## src/rtl/mem_arbiter_if.sv

```systemverilog
// Requester and RAM-side signal bundle for the byte-wide memory arbiter.
// slave = arbiter side, master = requesters plus RAM.
interface mem_arbiter_if #(
    parameter int ADDR_W = 32,
    parameter int XLEN   = 32
);
    logic              ifetch_memarb_en_in;
    logic [ADDR_W-1:0] ifetch_memarb_addr_in;
    logic              memarb_ifetch_en_out;
    logic [XLEN-1:0]   memarb_ifetch_data_out;

    logic              lbuffer_memarb_en_in;
    logic [ADDR_W-1:0] lbuffer_memarb_addr_in;
    logic [2:0]        lbuffer_memarb_width_in;
    logic              lbuffer_memarb_sgn_in;
    logic              memarb_lbuffer_en_out;
    logic [XLEN-1:0]   memarb_lbuffer_data_out;

    logic              sbuffer_memarb_en_in;
    logic [ADDR_W-1:0] sbuffer_memarb_addr_in;
    logic [2:0]        sbuffer_memarb_width_in;
    logic [XLEN-1:0]   sbuffer_memarb_data_in;
    logic              memarb_sbuffer_en_out;

    logic [7:0]        mem_din_in;
    logic [7:0]        mem_dout_out;
    logic [ADDR_W-1:0] mem_a_out;
    logic              mem_wr_out;

    modport slave (
        input  ifetch_memarb_en_in, ifetch_memarb_addr_in,
        output memarb_ifetch_en_out, memarb_ifetch_data_out,
        input  lbuffer_memarb_en_in, lbuffer_memarb_addr_in,
        input  lbuffer_memarb_width_in, lbuffer_memarb_sgn_in,
        output memarb_lbuffer_en_out, memarb_lbuffer_data_out,
        input  sbuffer_memarb_en_in, sbuffer_memarb_addr_in,
        input  sbuffer_memarb_width_in, sbuffer_memarb_data_in,
        output memarb_sbuffer_en_out,
        input  mem_din_in,
        output mem_dout_out, mem_a_out, mem_wr_out
    );

    modport master (
        output ifetch_memarb_en_in, ifetch_memarb_addr_in,
        input  memarb_ifetch_en_out, memarb_ifetch_data_out,
        output lbuffer_memarb_en_in, lbuffer_memarb_addr_in,
        output lbuffer_memarb_width_in, lbuffer_memarb_sgn_in,
        input  memarb_lbuffer_en_out, memarb_lbuffer_data_out,
        output sbuffer_memarb_en_in, sbuffer_memarb_addr_in,
        output sbuffer_memarb_width_in, sbuffer_memarb_data_in,
        input  memarb_sbuffer_en_out,
        output mem_din_in,
        input  mem_dout_out, mem_a_out, mem_wr_out
    );
endinterface

```

## src/rtl/mem_arbiter.sv

```systemverilog
// Byte-wide RAM port owner: serialises fetch, load and store accesses
// into per-byte RAM cycles and extends load results.
module mem_arbiter #(
    parameter int ADDR_W = 32,
    parameter int XLEN   = 32
) (
    input  logic         clk_in,
    input  logic         rst_n_in,
    input  logic         rdy_in,
    input  logic         rob_memarb_rst_in,
    mem_arbiter_if.slave bus
);

    typedef enum logic [1:0] {IDLE, RD, WR} state_t;

    state_t            state_q, state_d;
    logic [2:0]        cnt_q, cnt_d, cnt_inc;
    logic [2:0]        nb_q;
    logic [ADDR_W-1:0] base_q;
    logic              sgn_q;
    logic              src_lb_q;
    logic [XLEN-1:0]   wdata_q;
    logic [31:0]       rbuf_q;
    logic              rr_lb_q;

    logic              if_pend_q, lb_pend_q, sb_pend_q;
    logic [ADDR_W-1:0] if_addr_q, lb_addr_q, sb_addr_q;
    logic [2:0]        lb_w_q, sb_w_q;
    logic              lb_sgn_q;
    logic [XLEN-1:0]   sb_data_q;

    logic [ADDR_W-1:0] mem_a_q;
    logic [7:0]        mem_dout_q;
    logic              mem_wr_q;
    logic              if_done_q, lb_done_q, sb_done_q;
    logic [XLEN-1:0]   if_data_q, lb_data_q;

    logic              stall_q;
    logic [7:0]        din_hold_q;

    logic              g_sb, g_lb, g_if, g_any;
    logic              rd_fin, wr_fin, flush;
    logic [ADDR_W-1:0] g_addr, nxt_a;
    logic [2:0]        g_nb;
    logic              g_sgn;
    logic [XLEN-1:0]   g_data, wshift, rd_val;
    logic [7:0]        din_sel;
    logic [1:0]        cap_idx;
    logic [31:0]       cap_word;

    function automatic logic [2:0] nbytes(input logic [2:0] w);
        unique case (w)
            3'b001:  return 3'd1;
            3'b010:  return 3'd2;
            default: return 3'd4;
        endcase
    endfunction

    function automatic logic [XLEN-1:0] extend(
        input logic [31:0] v,
        input logic [2:0]  n,
        input logic        sgn
    );
        logic [XLEN-1:0] r;
        unique case (n)
            3'd1: begin
                r = {XLEN{sgn & v[7]}};
                r[7:0] = v[7:0];
            end
            3'd2: begin
                r = {XLEN{sgn & v[15]}};
                r[15:0] = v[15:0];
            end
            default: begin
                r = {XLEN{sgn & v[31]}};
                r[31:0] = v;
            end
        endcase
        return r;
    endfunction

    assign flush   = rob_memarb_rst_in;
    assign cnt_inc = cnt_q + 3'd1;
    assign nxt_a   = base_q + ADDR_W'(cnt_q) + ADDR_W'(1);
    assign wshift  = wdata_q >> {cnt_inc, 3'b000};
    assign g_any   = g_sb | g_lb | g_if;

    // After a stall the RAM has moved on to the held address, so the
    // byte that was on mem_din_in when the stall began is replayed.
    assign din_sel = stall_q ? din_hold_q : bus.mem_din_in;
    assign cap_idx = cnt_q[1:0] - 2'd1;

    always_comb begin
        cap_word = rbuf_q;
        cap_word[{cap_idx, 3'b000} +: 8] = din_sel;
    end

    assign rd_val = extend(cap_word, nb_q, sgn_q);

    always_comb begin
        state_d = state_q;
        cnt_d   = cnt_q;
        g_sb    = 1'b0;
        g_lb    = 1'b0;
        g_if    = 1'b0;
        rd_fin  = 1'b0;
        wr_fin  = 1'b0;
        unique case (state_q)
            IDLE: begin
                if (sb_pend_q) begin
                    g_sb    = 1'b1;
                    state_d = WR;
                    cnt_d   = '0;
                end else if (!flush) begin
                    if (lb_pend_q && (rr_lb_q || !if_pend_q)) begin
                        g_lb    = 1'b1;
                        state_d = RD;
                        cnt_d   = '0;
                    end else if (if_pend_q) begin
                        g_if    = 1'b1;
                        state_d = RD;
                        cnt_d   = '0;
                    end
                end
            end
            RD: begin
                if (flush) begin
                    state_d = IDLE;
                end else if (cnt_q == nb_q) begin
                    rd_fin  = 1'b1;
                    state_d = IDLE;
                end else begin
                    cnt_d = cnt_inc;
                end
            end
            WR: begin
                if (cnt_inc == nb_q) begin
                    wr_fin  = 1'b1;
                    state_d = IDLE;
                end else begin
                    cnt_d = cnt_inc;
                end
            end
            default: state_d = IDLE;
        endcase
    end

    always_comb begin
        g_addr = if_addr_q;
        g_nb   = 3'd4;
        g_sgn  = 1'b0;
        g_data = '0;
        unique case (1'b1)
            g_sb: begin
                g_addr = sb_addr_q;
                g_nb   = nbytes(sb_w_q);
                g_data = sb_data_q;
            end
            g_lb: begin
                g_addr = lb_addr_q;
                g_nb   = nbytes(lb_w_q);
                g_sgn  = lb_sgn_q;
            end
            default: ;
        endcase
    end

    always_ff @(posedge clk_in or negedge rst_n_in) begin
        if (!rst_n_in) begin
            stall_q    <= 1'b0;
            din_hold_q <= '0;
        end else begin
            stall_q <= ~rdy_in;
            if (!rdy_in && !stall_q) din_hold_q <= bus.mem_din_in;
        end
    end

    always_ff @(posedge clk_in or negedge rst_n_in) begin
        if (!rst_n_in) begin
            state_q    <= IDLE;
            cnt_q      <= '0;
            nb_q       <= '0;
            base_q     <= '0;
            sgn_q      <= 1'b0;
            src_lb_q   <= 1'b0;
            wdata_q    <= '0;
            rbuf_q     <= '0;
            rr_lb_q    <= 1'b1;
            if_pend_q  <= 1'b0;
            lb_pend_q  <= 1'b0;
            sb_pend_q  <= 1'b0;
            if_addr_q  <= '0;
            lb_addr_q  <= '0;
            sb_addr_q  <= '0;
            lb_w_q     <= '0;
            sb_w_q     <= '0;
            lb_sgn_q   <= 1'b0;
            sb_data_q  <= '0;
            mem_a_q    <= '0;
            mem_dout_q <= '0;
            mem_wr_q   <= 1'b0;
            if_done_q  <= 1'b0;
            lb_done_q  <= 1'b0;
            sb_done_q  <= 1'b0;
            if_data_q  <= '0;
            lb_data_q  <= '0;
        end else if (rdy_in) begin
            state_q   <= state_d;
            cnt_q     <= cnt_d;
            if_done_q <= 1'b0;
            lb_done_q <= 1'b0;
            sb_done_q <= 1'b0;

            if (flush) begin
                if_pend_q <= 1'b0;
            end else if (bus.ifetch_memarb_en_in) begin
                if_pend_q <= 1'b1;
                if_addr_q <= bus.ifetch_memarb_addr_in;
            end else if (g_if) begin
                if_pend_q <= 1'b0;
            end

            if (flush) begin
                lb_pend_q <= 1'b0;
            end else if (bus.lbuffer_memarb_en_in) begin
                lb_pend_q <= 1'b1;
                lb_addr_q <= bus.lbuffer_memarb_addr_in;
                lb_w_q    <= bus.lbuffer_memarb_width_in;
                lb_sgn_q  <= bus.lbuffer_memarb_sgn_in;
            end else if (g_lb) begin
                lb_pend_q <= 1'b0;
            end

            if (bus.sbuffer_memarb_en_in) begin
                sb_pend_q <= 1'b1;
                sb_addr_q <= bus.sbuffer_memarb_addr_in;
                sb_w_q    <= bus.sbuffer_memarb_width_in;
                sb_data_q <= bus.sbuffer_memarb_data_in;
            end else if (g_sb) begin
                sb_pend_q <= 1'b0;
            end

            if (g_any) begin
                base_q     <= g_addr;
                nb_q       <= g_nb;
                sgn_q      <= g_sgn;
                wdata_q    <= g_data;
                src_lb_q   <= g_lb;
                rbuf_q     <= '0;
                mem_a_q    <= g_addr;
                mem_dout_q <= g_data[7:0];
                mem_wr_q   <= g_sb;
            end
            if (g_lb || g_if) rr_lb_q <= ~rr_lb_q;

            if (state_q == RD && !flush) begin
                if (cnt_q != '0) rbuf_q <= cap_word;
                if (cnt_inc < nb_q) mem_a_q <= nxt_a;
            end

            if (rd_fin) begin
                if (src_lb_q) begin
                    lb_done_q <= 1'b1;
                    lb_data_q <= rd_val;
                end else begin
                    if_done_q <= 1'b1;
                    if_data_q <= rd_val;
                end
            end

            if (state_q == WR) begin
                if (wr_fin) begin
                    mem_wr_q  <= 1'b0;
                    sb_done_q <= 1'b1;
                end else begin
                    mem_a_q    <= nxt_a;
                    mem_dout_q <= wshift[7:0];
                end
            end
        end
    end

    assign bus.mem_a_out               = mem_a_q;
    assign bus.mem_dout_out            = mem_dout_q;
    assign bus.mem_wr_out              = mem_wr_q & rdy_in;
    assign bus.memarb_ifetch_en_out    = if_done_q;
    assign bus.memarb_ifetch_data_out  = if_data_q;
    assign bus.memarb_lbuffer_en_out   = lb_done_q;
    assign bus.memarb_lbuffer_data_out = lb_data_q;
    assign bus.memarb_sbuffer_en_out   = sb_done_q;

endmodule

```

## src/flat_wrapper.sv

```systemverilog
// flat-port wrapper written by rule: the top's interface ports become plain ports
module mem_arbiter_flat 
#(
    parameter int ADDR_W = 32,
    parameter int XLEN   = 32
)
  (clk_in, rst_n_in, rdy_in, rob_memarb_rst_in, bus_ifetch_memarb_en_in, bus_ifetch_memarb_addr_in, bus_memarb_ifetch_en_out, bus_memarb_ifetch_data_out, bus_lbuffer_memarb_en_in, bus_lbuffer_memarb_addr_in, bus_lbuffer_memarb_width_in, bus_lbuffer_memarb_sgn_in, bus_memarb_lbuffer_en_out, bus_memarb_lbuffer_data_out, bus_sbuffer_memarb_en_in, bus_sbuffer_memarb_addr_in, bus_sbuffer_memarb_width_in, bus_sbuffer_memarb_data_in, bus_memarb_sbuffer_en_out, bus_mem_din_in, bus_mem_dout_out, bus_mem_a_out, bus_mem_wr_out);
  mem_arbiter_if #(.ADDR_W(ADDR_W), .XLEN(XLEN)) bus_i ();
  input  logic clk_in;
  input  logic rst_n_in;
  input  logic rdy_in;
  input  logic rob_memarb_rst_in;
  input wire logic [$bits(bus_i.ifetch_memarb_en_in)-1:0] bus_ifetch_memarb_en_in;
  input wire logic [$bits(bus_i.ifetch_memarb_addr_in)-1:0] bus_ifetch_memarb_addr_in;
  output wire logic [$bits(bus_i.memarb_ifetch_en_out)-1:0] bus_memarb_ifetch_en_out;
  output wire logic [$bits(bus_i.memarb_ifetch_data_out)-1:0] bus_memarb_ifetch_data_out;
  input wire logic [$bits(bus_i.lbuffer_memarb_en_in)-1:0] bus_lbuffer_memarb_en_in;
  input wire logic [$bits(bus_i.lbuffer_memarb_addr_in)-1:0] bus_lbuffer_memarb_addr_in;
  input wire logic [$bits(bus_i.lbuffer_memarb_width_in)-1:0] bus_lbuffer_memarb_width_in;
  input wire logic [$bits(bus_i.lbuffer_memarb_sgn_in)-1:0] bus_lbuffer_memarb_sgn_in;
  output wire logic [$bits(bus_i.memarb_lbuffer_en_out)-1:0] bus_memarb_lbuffer_en_out;
  output wire logic [$bits(bus_i.memarb_lbuffer_data_out)-1:0] bus_memarb_lbuffer_data_out;
  input wire logic [$bits(bus_i.sbuffer_memarb_en_in)-1:0] bus_sbuffer_memarb_en_in;
  input wire logic [$bits(bus_i.sbuffer_memarb_addr_in)-1:0] bus_sbuffer_memarb_addr_in;
  input wire logic [$bits(bus_i.sbuffer_memarb_width_in)-1:0] bus_sbuffer_memarb_width_in;
  input wire logic [$bits(bus_i.sbuffer_memarb_data_in)-1:0] bus_sbuffer_memarb_data_in;
  output wire logic [$bits(bus_i.memarb_sbuffer_en_out)-1:0] bus_memarb_sbuffer_en_out;
  input wire logic [$bits(bus_i.mem_din_in)-1:0] bus_mem_din_in;
  output wire logic [$bits(bus_i.mem_dout_out)-1:0] bus_mem_dout_out;
  output wire logic [$bits(bus_i.mem_a_out)-1:0] bus_mem_a_out;
  output wire logic [$bits(bus_i.mem_wr_out)-1:0] bus_mem_wr_out;
  assign bus_i.ifetch_memarb_en_in = bus_ifetch_memarb_en_in;
  assign bus_i.ifetch_memarb_addr_in = bus_ifetch_memarb_addr_in;
  assign bus_memarb_ifetch_en_out = bus_i.memarb_ifetch_en_out;
  assign bus_memarb_ifetch_data_out = bus_i.memarb_ifetch_data_out;
  assign bus_i.lbuffer_memarb_en_in = bus_lbuffer_memarb_en_in;
  assign bus_i.lbuffer_memarb_addr_in = bus_lbuffer_memarb_addr_in;
  assign bus_i.lbuffer_memarb_width_in = bus_lbuffer_memarb_width_in;
  assign bus_i.lbuffer_memarb_sgn_in = bus_lbuffer_memarb_sgn_in;
  assign bus_memarb_lbuffer_en_out = bus_i.memarb_lbuffer_en_out;
  assign bus_memarb_lbuffer_data_out = bus_i.memarb_lbuffer_data_out;
  assign bus_i.sbuffer_memarb_en_in = bus_sbuffer_memarb_en_in;
  assign bus_i.sbuffer_memarb_addr_in = bus_sbuffer_memarb_addr_in;
  assign bus_i.sbuffer_memarb_width_in = bus_sbuffer_memarb_width_in;
  assign bus_i.sbuffer_memarb_data_in = bus_sbuffer_memarb_data_in;
  assign bus_memarb_sbuffer_en_out = bus_i.memarb_sbuffer_en_out;
  assign bus_i.mem_din_in = bus_mem_din_in;
  assign bus_mem_dout_out = bus_i.mem_dout_out;
  assign bus_mem_a_out = bus_i.mem_a_out;
  assign bus_mem_wr_out = bus_i.mem_wr_out;
  mem_arbiter #(.ADDR_W(ADDR_W), .XLEN(XLEN)) u_core (.clk_in(clk_in), .rst_n_in(rst_n_in), .rdy_in(rdy_in), .rob_memarb_rst_in(rob_memarb_rst_in), .bus(bus_i));
endmodule
```

## config.mk

```make
export PLATFORM = sky130hd
export DESIGN_NAME = mem_arbiter_flat
export DESIGN_NICKNAME = d
export VERILOG_FILES = /design/src/rtl/mem_arbiter_if.sv /design/src/rtl/mem_arbiter.sv /design/src/flat_wrapper.sv
export SDC_FILE = /design/constraint.sdc
export NUM_CORES = 1
export LEC_CHECK = 0
export CAP_MARGIN = 15
export CORE_MARGIN = 1.5
export CORE_UTILIZATION = 60
export CTS_BUF_LIST = sky130_fd_sc_hd__clkbuf_2
export DETAILED_ROUTE_END_ITERATION = 6
export GPL_ROUTABILITY_DRIVEN = 0
export HOLD_SLACK_MARGIN = 0.06
export PLACE_DENSITY = 0.95
export SYNTH_ARGS = -nofsm -noshare
export SYNTH_HDL_FRONTEND = slang
export SYNTH_SLANG_ARGS = --single-unit
```

## constraint.sdc

```tcl
create_clock -name clk_in -period 4.6 [get_ports clk_in]
set_input_delay 0.92 -clock clk_in [delete_from_list [all_inputs] [get_ports clk_in]]
set_output_delay 0.92 -clock clk_in [all_outputs]
set_load 0.05 [all_outputs]
```

# Yosys cells after proc, flatten, opt, wreduce, memory -nomap -nowiden
# Index checks and enable logic that the tools add are counted.
# totals
output_inout_bits	108
register_bits	362
word_cells	160
# classes
n_reduce_logical	27
n_bitwise	9
mux	69
add_sub_neg	5
shifts	3
n_lt_le_gt_ge	1
n_eq_ne	17
# ops
cell	count
32-bit 2-to-1 mux	9
32-bit case mux with 2 select lines	2
1-bit 2-to-1 mux	34
32-bit by 1-bit adder with 32-bit output (second input constant)	1
32-bit by 3-bit adder with 32-bit output	1
32-bit bitwise mux	1
8-bit 2-to-1 mux	4
8-bit by 7-bit variable shift with 32-bit output (first input constant)	1
8-bit by 7-bit variable part select with 32-bit output	1
32-bit by 6-bit >> shifter with 8-bit output	1
3-bit 2-to-1 mux	7
3-bit case mux with 2 select lines	3
2-bit 2-to-1 mux	7
2-bit AND reduction	6
3-bit AND reduction	4
3-bit nonzero test	4
3-bit by 1-bit equality test with 1-bit output (second input constant)	3
3-bit by 2-bit equality test with 1-bit output (second input constant)	3
3-bit case mux with 3 select lines	1
5-bit negator with 7-bit output	1
7-bit AND reduction	1
3-bit equality test	2
2-bit inequality test (second input constant)	3
3-bit by 2-bit inequality test with 1-bit output (second input constant)	2
17 further kinds	29

# Longest topological paths before layout
# Gate-level depths: netlist (run 1).
# logic_depth
ltp_word	14
depth_mapped	11
depth_no_buf	9

# Worst setup path before layout (run 1)
# Ideal clock, no wire load.
# synth_path
kind	register to register
startpoint	register u_core.cnt_q[0]
endpoint	register u_core.mem_a_q[16], in the netlist u_core.bus.mem_a_out[16]
arrival_ps	2854
period_less_slack_ps	2919
path_slack_ps	1681
path_buffers	2
path_stages_with_launch	11
path_cell_list	dfrtp_1 buf_2 inv_1 ha_1 ha_1 nor2b_1 o21ai_1 a21oi_1 clkbuf_8 a21oi_1 o221a_2
# synth_between
elab_chain_cells	6
# synth_rtl
item	line_no	rtl
start: declaration	mem_arbiter.sv:17	logic [2:0] cnt_q, cnt_d, cnt_inc;
start signal: assignment	mem_arbiter.sv:209	cnt_q <= cnt_d;
32-bit by 3-bit adder with 32-bit output / 3-bit by 1-bit adder with 3-bit output (equally long branches)	mem_arbiter.sv:84, mem_arbiter.sv:83	
32-bit by 1-bit adder with 32-bit output, or another cell as far along	mem_arbiter.sv:84	assign nxt_a = base_q + ADDR_W'(cnt_q) + ADDR_W'(1);
32-bit 2-to-1 mux / 1-bit 2-to-1 mux (equally long branches)	mem_arbiter.sv:258, mem_arbiter.sv:137	
32-bit 2-to-1 mux / 1-bit 2-to-1 mux (equally long branches)	mem_arbiter.sv:256, mem_arbiter.sv:108	
32-bit 2-to-1 mux	mem_arbiter.sv:272	if (wr_fin) begin
32-bit 2-to-1 mux (*)	mem_arbiter.sv:271	if (state_q == WR) begin
end signal: assignment	mem_arbiter.sv:250	mem_a_q <= g_addr;
end signal: assignment	mem_arbiter.sv:258	if (cnt_inc < nb_q) mem_a_q <= nxt_a;
end signal: assignment	mem_arbiter.sv:276	mem_a_q <= nxt_a;
end: declaration	mem_arbiter.sv:32	logic [ADDR_W-1:0] mem_a_q;
# Mark *: on every way between the ends. The rest lies on a longest branch, timed or not.
# A chain may end at the register's enable or synchronous reset.

# Worst setup path after layout (run 1)
# layout_path
startpoint	register u_core.cnt_q[0]
endpoint	register u_core.mem_a_q[24], in the netlist u_core.bus.mem_a_out[24]
# The elaborated chain is that of the path after synthesis.

==> out/metrics.cfg, run 1 <==
[timing]
fmax_mhz = 288
fin_skew_ns = 0.130
min_period_ns = 3.48
slew_headroom_pct = 22.5
maxSlewViolCount = 0
rsz0062_at_grt = false
worst_slew_pin_slew_ns = 1.16
hold_viol_final = 0
finalCritPeriodShare_pct = 75.6
setup_tns_ns = 0
finalSetupViolations = 0

[clock_tree]
cts_hold_buf = 0
clockBufferDepth = 3
cts_root_buf = clkbuf_2
cts_made_buffers = 89
insertion_delay_ns = 0.96
post_cts_buffers = 0
cts_resized = 0
cts_tree = built
cts.sinks = 362
htree_num_levels = 3
clk_pin_slew_ns = 0.11

[worst_setup_path]
r2r_cells = 8
crit_arrival_ns = 4.14
worstSetupPathType = flip-flop to flip-flop
cp-end-kind = flip-flop
cp_max_fo = 12
cp-start-kind = flip-flop
cp.required_ns = 5.27

[final_layout]
drive_above_1_share_pct = 19.2
syn_to_final_growth_pct = 21.7
nFillCells = 1693
finish.utilization_pct = 74.0
nNetsFinal = 1895

[placement]
post-dp-hpwl_mm = 31.8
numPortBuffers = 257

[routing]
viasPerCell = 6.25
avgRoutedWirePerCell_um = 21.2
drc = 8
drtIter0Drc = 1497
routed_wl_mm = 45.0
via_count = 13300
dr.pass1.iters = 7
drtAntennaViolNets = 0

[run_status]
violations = DRC
status = complete, but fails checks

[synthesis]
syn_area_per_cell_um2 = 11.3
synthAdderAreaFrac_pct = 1.35
synth-simple-area-share_pct = 10.3
synth_nets = 1606
synth_compound_area_share_pct = 15.0
yosys.area.top_type_share_pct = 55.4
synth-xor-area-share_pct = 1.77
synth.area.top_cells = dfrtp_1 (55%), mux2_2 (10%), nand2_1 (3.7%), a22o_1 (3.4%), a21oi_1 (3.1%)
synthCells = 1439
synth-main-ff-cell = dfrtp_1
synth_top_family_by_area = compound AO/OA/AOI/OAI gates
netlist.top_cell.by_area = dfrtp_1
synth.mux.area_fraction_pct = 11.9
synth-edff-count = 0
synth.distinct_cells = 70
synthArstFlopShare_pct = 100
synth_seq_cells = 362
ys_seq_area_share_pct = 55.6
yosysWarnings = 0
netlist_area_um2 = 16300

[die]
pin_count = 258
die_h_um = 168
coreArea_um2 = 26800
start_util_pct = 60.8
die_w_um = 168
rows = 60
die_area_um2 = 28200

[global_routing]
antenna_found_initial = 2
grt.total_usage_pct = 32.3
grt_pass1_vias = 13200
overflow = 0
grt_pass1_wl_mm = 71.1
grt_max_degree = 118

[power_and_ir_drop]
leakagePower_uw = 0.00880
vdd_drop_max_mv = 0.343
powerDensity_nw_per_um2 = 613

[run]
maxCapViolCount = 0

[hold_path]
hold_path.class = input port to async pin

## stage by stage
step	hold slack, ns	std cells	cell area (um2)	total power, uW	setup slack (ns)
3_3_place_gp	0.459	1978	19100	9760	1.27
5_1_grt	0.120	2124	19800	12800	1.05
3_5_place_dp	0.465	1978	19100	10000	1.18
4_1_cts	0.0802	2123	19800	12100	1.31
6_report	0.100	2124	19800	12200	1.12
2_1_floorplan	0.444	1439	16300	8180	1.68
## cell type report
type	instances	area, um2	share of cell area, %
Timing Repair Buffer	280	2790	14.1
Inverter	58	218	1.10
Tap cell	341	427	2.15
Multi-Input combinational cell	937	6600	33.3
Antenna cell	1	2.50	0.0126
Clock buffer	119	596	3.00
Sequential cell	362	9060	45.7
Clock inverter	26	150	0.757
## final timing paths
| path | startpoint | to | slack, ns |
|---|---|---|---|
| max | u_core.cnt_q[0] | u_core.bus.mem_a_out[24] | 1.12 |
| min in group clk_in | u_core.sb_data_q[24] | u_core.wdata_q[24] | 0.46 |
| max in group asynchronous | rst_n_in | u_core.bus.mem_a_out[24] | 3.43 |
| max reg2reg | u_core.cnt_q[0] | u_core.bus.mem_a_out[24] | 1.12 |
| min | rst_n_in | u_core.bus.memarb_ifetch_data_out[4] | 0.10 |
| min reg2reg | u_core.sb_data_q[24] | u_core.wdata_q[24] | 0.46 |
## cell families after synthesis
logic type               count (synthesis)
AND/OR/NAND/NOR                        356
AO/OA/AOI/OAI                          365
buffers and inverters                  140
multiplexers                           166
XOR/XNOR                                33
flip-flops                             362
adder cells (fa/ha/maj)                 17
## synthesized netlist by cell type, types with 10 or more instances
library cell / instances
inv_1: 58
nand4_1: 11
nor2_1: 105
and3_1: 10
a22o_1: 64
buf_2: 27
a21oi_1: 101
mux2i_1: 12
dfrtp_1: 361
a221oi_1: 19
nand3_1: 11
clkbuf_1: 28
mux2_2: 146
ha_1: 16
o21ai_0: 88
buf_1: 12
a222oi_1: 13
o22ai_1: 26
xor2_1: 25
nand2_1: 159
## routing by layer
layer  part of all wire [%]  track usage, %  vias up
met5                      0               0        -
met4                    4.6            16.6        0
met3                    9.8            7.17      160
met2                     46            49.3      869
met1                     40            43.8     6485
li1                       -               -     5767
## layout by cell type, fill, tap and decap left out, types with 13 or more instances in the layout
master | Yosys | layout
xor2_1 | 25 | 25
clkinv_1 | 0 | 17
dfrtp_1 | 361 | 361
o22ai_1 | 26 | 26
a222oi_1 | 13 | 13
o21ai_0 | 88 | 88
clkdlybuf4s50_1 | 0 | 256
inv_1 | 58 | 58
clkbuf_2 | 1 | 119
mux2_2 | 146 | 146
nor2_1 | 105 | 105
a21oi_1 | 101 | 101
a221oi_1 | 19 | 19
ha_1 | 16 | 16
a22o_1 | 64 | 64
buf_4 | 5 | 20
nand2_1 | 159 | 158
## where the power goes
part           internal (uW)  switching, uW
Clock                    763           1280
Combinational           1950           3370
Sequential              4040            748
## registers in the layout, indices dropped and copies added (netlist names), 2 cells and up
| register | flops |
|---|---|
| u_core.din_hold_q | 8 |
| u_core.if_addr_q | 32 |
| u_core.state_q | 2 |
| u_core.rbuf_q | 32 |
| u_core.base_q | 32 |
| u_core.nb_q | 3 |
| u_core.bus.memarb_lbuffer_data_out | 32 |
| u_core.sb_w_q | 3 |
| u_core.lb_addr_q | 32 |
| u_core.cnt_q | 3 |
| u_core.bus.mem_a_out | 32 |
| u_core.sb_addr_q | 32 |
| u_core.wdata_q | 32 |
| u_core.sb_data_q | 32 |
| u_core.bus.memarb_ifetch_data_out | 32 |
| u_core.bus.mem_dout_out | 8 |
| u_core.lb_w_q | 3 |
## critical path, cell delays in order (launching register included)
cell and delay [ns]:
dfrtp_1 0.55, inv_1 0.17, ha_1 0.34, ha_1 0.29, nor2b_1 0.13, o21ai_1 0.38, a21oi_1 0.38, nor2_1 0.85
a222oi_1 0.21
Note: power is estimated with default switching activity, not from simulation.
==> run 2, diff against run 1 <==
--- a/config.mk
+++ b/config.mk
@@ -7,12 +7,12 @@
 export LEC_CHECK = 0
 export CAP_MARGIN = 15
 export CORE_MARGIN = 1.5
-export CORE_UTILIZATION = 60
+export CORE_UTILIZATION = 50
 export CTS_BUF_LIST = sky130_fd_sc_hd__clkbuf_2
 export DETAILED_ROUTE_END_ITERATION = 6
 export GPL_ROUTABILITY_DRIVEN = 0
 export HOLD_SLACK_MARGIN = 0.06
-export PLACE_DENSITY = 0.95
+export PLACE_DENSITY = 0.88
 export SYNTH_ARGS = -nofsm -noshare
 export SYNTH_HDL_FRONTEND = slang
 export SYNTH_SLANG_ARGS = --single-unit
==> constraint.sdc (replaced) <==
create_clock -name clk_in -period 3.04 [get_ports clk_in]
set_input_delay 0.608 -clock clk_in [delete_from_list [all_inputs] [get_ports clk_in]]
set_output_delay 0.608 -clock clk_in [all_outputs]
set_load 0.05 [all_outputs]
==> run 2 against run 1 <==
Net effect:
- the flow still finishes with violations (DRC)
- global-route usage down 5.7 points
- design area grew 1.7%
- sequential share of layout area down 0.75 points
- total power up 51%
- critical path depth grew 1
- wire length fell by 1.3%
- setup slack lost 0.94 ns
- flip-flop and latch count stayed put
- clock-buffer cell count is 6 higher
- combinational power grew 54%
- register-to-register slack worse by 0.94 ns
- die area up 20%
- largest power group unchanged
- highest routed layer unchanged
==> out/metrics.cfg, run 2 (synthesized netlist as in run 1, its figures left out) <==
[run_status]
status = complete, but fails checks
violations = DRC

[clock_tree]
cts.sinks = 362  ; unchanged
insertion_delay_ns = 0.95  ; about the same
cts_root_buf = clkbuf_2
cts_made_buffers = 89  ; unchanged
htree_num_levels = 3  ; unchanged
clockBufferDepth = 3  ; unchanged
cts_tree = built
clk_pin_slew_ns = 0.12  ; about the same

[die]
coreArea_um2 = 31800  ; +19%
rows = 65  ; +8.3%
start_util_pct = 51.3  ; -9.6 points
die_h_um = 184  ; +9.4%
die_w_um = 184  ; +9.4%
pin_count = 258  ; unchanged
die_area_um2 = 33700  ; +20%

[worst_setup_path]
worstSetupPathType = flip-flop to flip-flop
cp_max_fo = 24  ; +12
slowest_delay_ns = 0.55  ; -0.30 ns
critPathTopFamily = compound AO/OA/AOI/OAI gates
cp.required_ns = 3.73  ; -1.54 ns
worst-path-stages = 9  ; +1
r2r_slack_ns = 0.18  ; -0.94 ns
worst-path-buf-inv = 1  ; unchanged
slowest_stage = a21o_2
worstPathCellList = buf_4 -> ha_1 -> xor2_1 -> ha_1 -> nand3_1 -> and2_1 -> a21oi_1 -> a21o_2 -> a222oi_1
crit_path_frequent_cell = ha_1
crit_arrival_ns = 3.54  ; -0.60 ns
r2r_cells = 9  ; +1
cp-start-kind = flip-flop
cp-end-kind = flip-flop

[timing]
hold_viol_final = 0  ; unchanged
maxSlewViolCount = 0  ; unchanged
setup_tns_ns = 0  ; unchanged
min_period_ns = 2.86  ; -0.620 ns
slew_headroom_pct = 47.7  ; +25 points
worst_slew_pin_slew_ns = 0.784  ; -0.379 ns
fmax_mhz = 350  ; +22%
fin_skew_ns = 0.101  ; -0.0283 ns
worst_slack_ns = 0.184  ; -0.940 ns
finalSetupViolations = 0  ; unchanged
rsz0062_at_grt = false
finalCritPeriodShare_pct = 93.9  ; +18 points

[run]
maxCapViolCount = 0  ; unchanged

[final_layout]
nFillCells = 2372  ; +40%
seq_area_um2 = 9060  ; unchanged
final_cell_mix = dfrtp_1 (361), clkdlybuf4s50_1 (255), nand2_1 (158)
syn_to_final_growth_pct = 23.8
nNetsFinal = 1918  ; +1.2%
final_common_cell = dfrtp_1
drive_above_1_share_pct = 20.5  ; +1.3 points
multiInputGateArea_um2 = 6600  ; about the same

[routing]
drc = 8  ; unchanged
routed_wl_mm = 44.4  ; -1.3%
viasPerCell = 5.86  ; -6.3%
via_count = 13100  ; -1.1%
dr.pass1.iters = 7  ; unchanged
drtAntennaViolNets = 0  ; unchanged
avgRoutedWirePerCell_um = 19.8  ; -6.5%
drtIter0Drc = 1221  ; -18%

[global_routing]
antenna_found_initial = 2  ; unchanged
grt_pass1_wl_mm = 70.3  ; -1.1%
overflow = 0  ; unchanged
grt.total_usage_pct = 26.6  ; -5.7 points
grt_max_degree = 66  ; -44%
grt_pass1_vias = 13300  ; +0.43%

[power_and_ir_drop]
leakagePower_uw = 0.00893  ; +1.5%
vdd_drop_max_mv = 0.412  ; +20%
powerDensity_nw_per_um2 = 912  ; +49%

[placement]
post-dp-hpwl_mm = 32.1  ; +0.84%
dp_slack_ns = 0.00285  ; -1.18 ns
numPortBuffers = 257  ; unchanged

[hold_path]
hold_path.class = input port to async pin

run 2: metrics by stage:
step / hold WS, ns / instance area [um2] / util, % / std cells / total power [uW]
floorplan: 0.312 / 16300 / - / 1439 / 12400
global placement: 0.459 / 19400 / 61.1 / 2094 / 15000
detailed placement: 0.469 / 19400 / 61.1 / 2094 / 15300
CTS: 0.228 / 20200 / 63.4 / 2239 / 18400
global route: 0.224 / 20200 / 63.4 / 2242 / 19400
finish: 0.217 / 20200 / 63.4 / 2242 / 18400
run 2: routing by layer:
metal  routed length (um)  track usage (%)
met2                20400             41.2
met5                    0                0
met4                 1920             13.8
met1                18200             35.3
met3                 3860             5.80
run 2: what timing repair did:
| action | CTS | global route |
|---|---|---|
| setup endpoints to repair | 0 | 12 |
| gates resized for setup | 0 | 1 |
| hold buffers | 1 | 0 |
| endpoints found under the hold margin | 62 | 0 |
| setup buffers | 0 | 0 |
run 2: final timing paths:
check	startpoint	endpoint
max	u_core.cnt_q[1]	u_core.bus.mem_a_out[31]
min	rst_n_in	u_core.nb_q[2]
max reg2reg	u_core.cnt_q[1]	u_core.bus.mem_a_out[31]
min reg2reg	u_core.sb_data_q[23]	u_core.wdata_q[23]
max in group asynchronous	rst_n_in	u_core.din_hold_q[1]
min in group clk_in	bus_sbuffer_memarb_addr_in[0]	u_core.sb_addr_q[0]
run 2: layout make-up:
| type | count | area share, % |
|---|---|---|
| Tap cell | 435 | 2.70 |
| Sequential cell | 362 | 44.9 |
| Timing Repair Buffer | 303 | 15.0 |
| Clock inverter | 19 | 0.453 |
| Inverter | 58 | 1.08 |
| Multi-Input combinational cell | 937 | 32.7 |
| Antenna cell | 3 | 0.0372 |
| Clock buffer | 125 | 3.10 |
run 2: where the power goes:
part,total [uW],switching (uW),leakage (uW),internal [uW]
combinational,8200,5110,0.00388,3100
sequential,7180,1070,0.00449,6110
clock,3010,1910,0.000563,1100
total,18400,8090,0.00893,10300
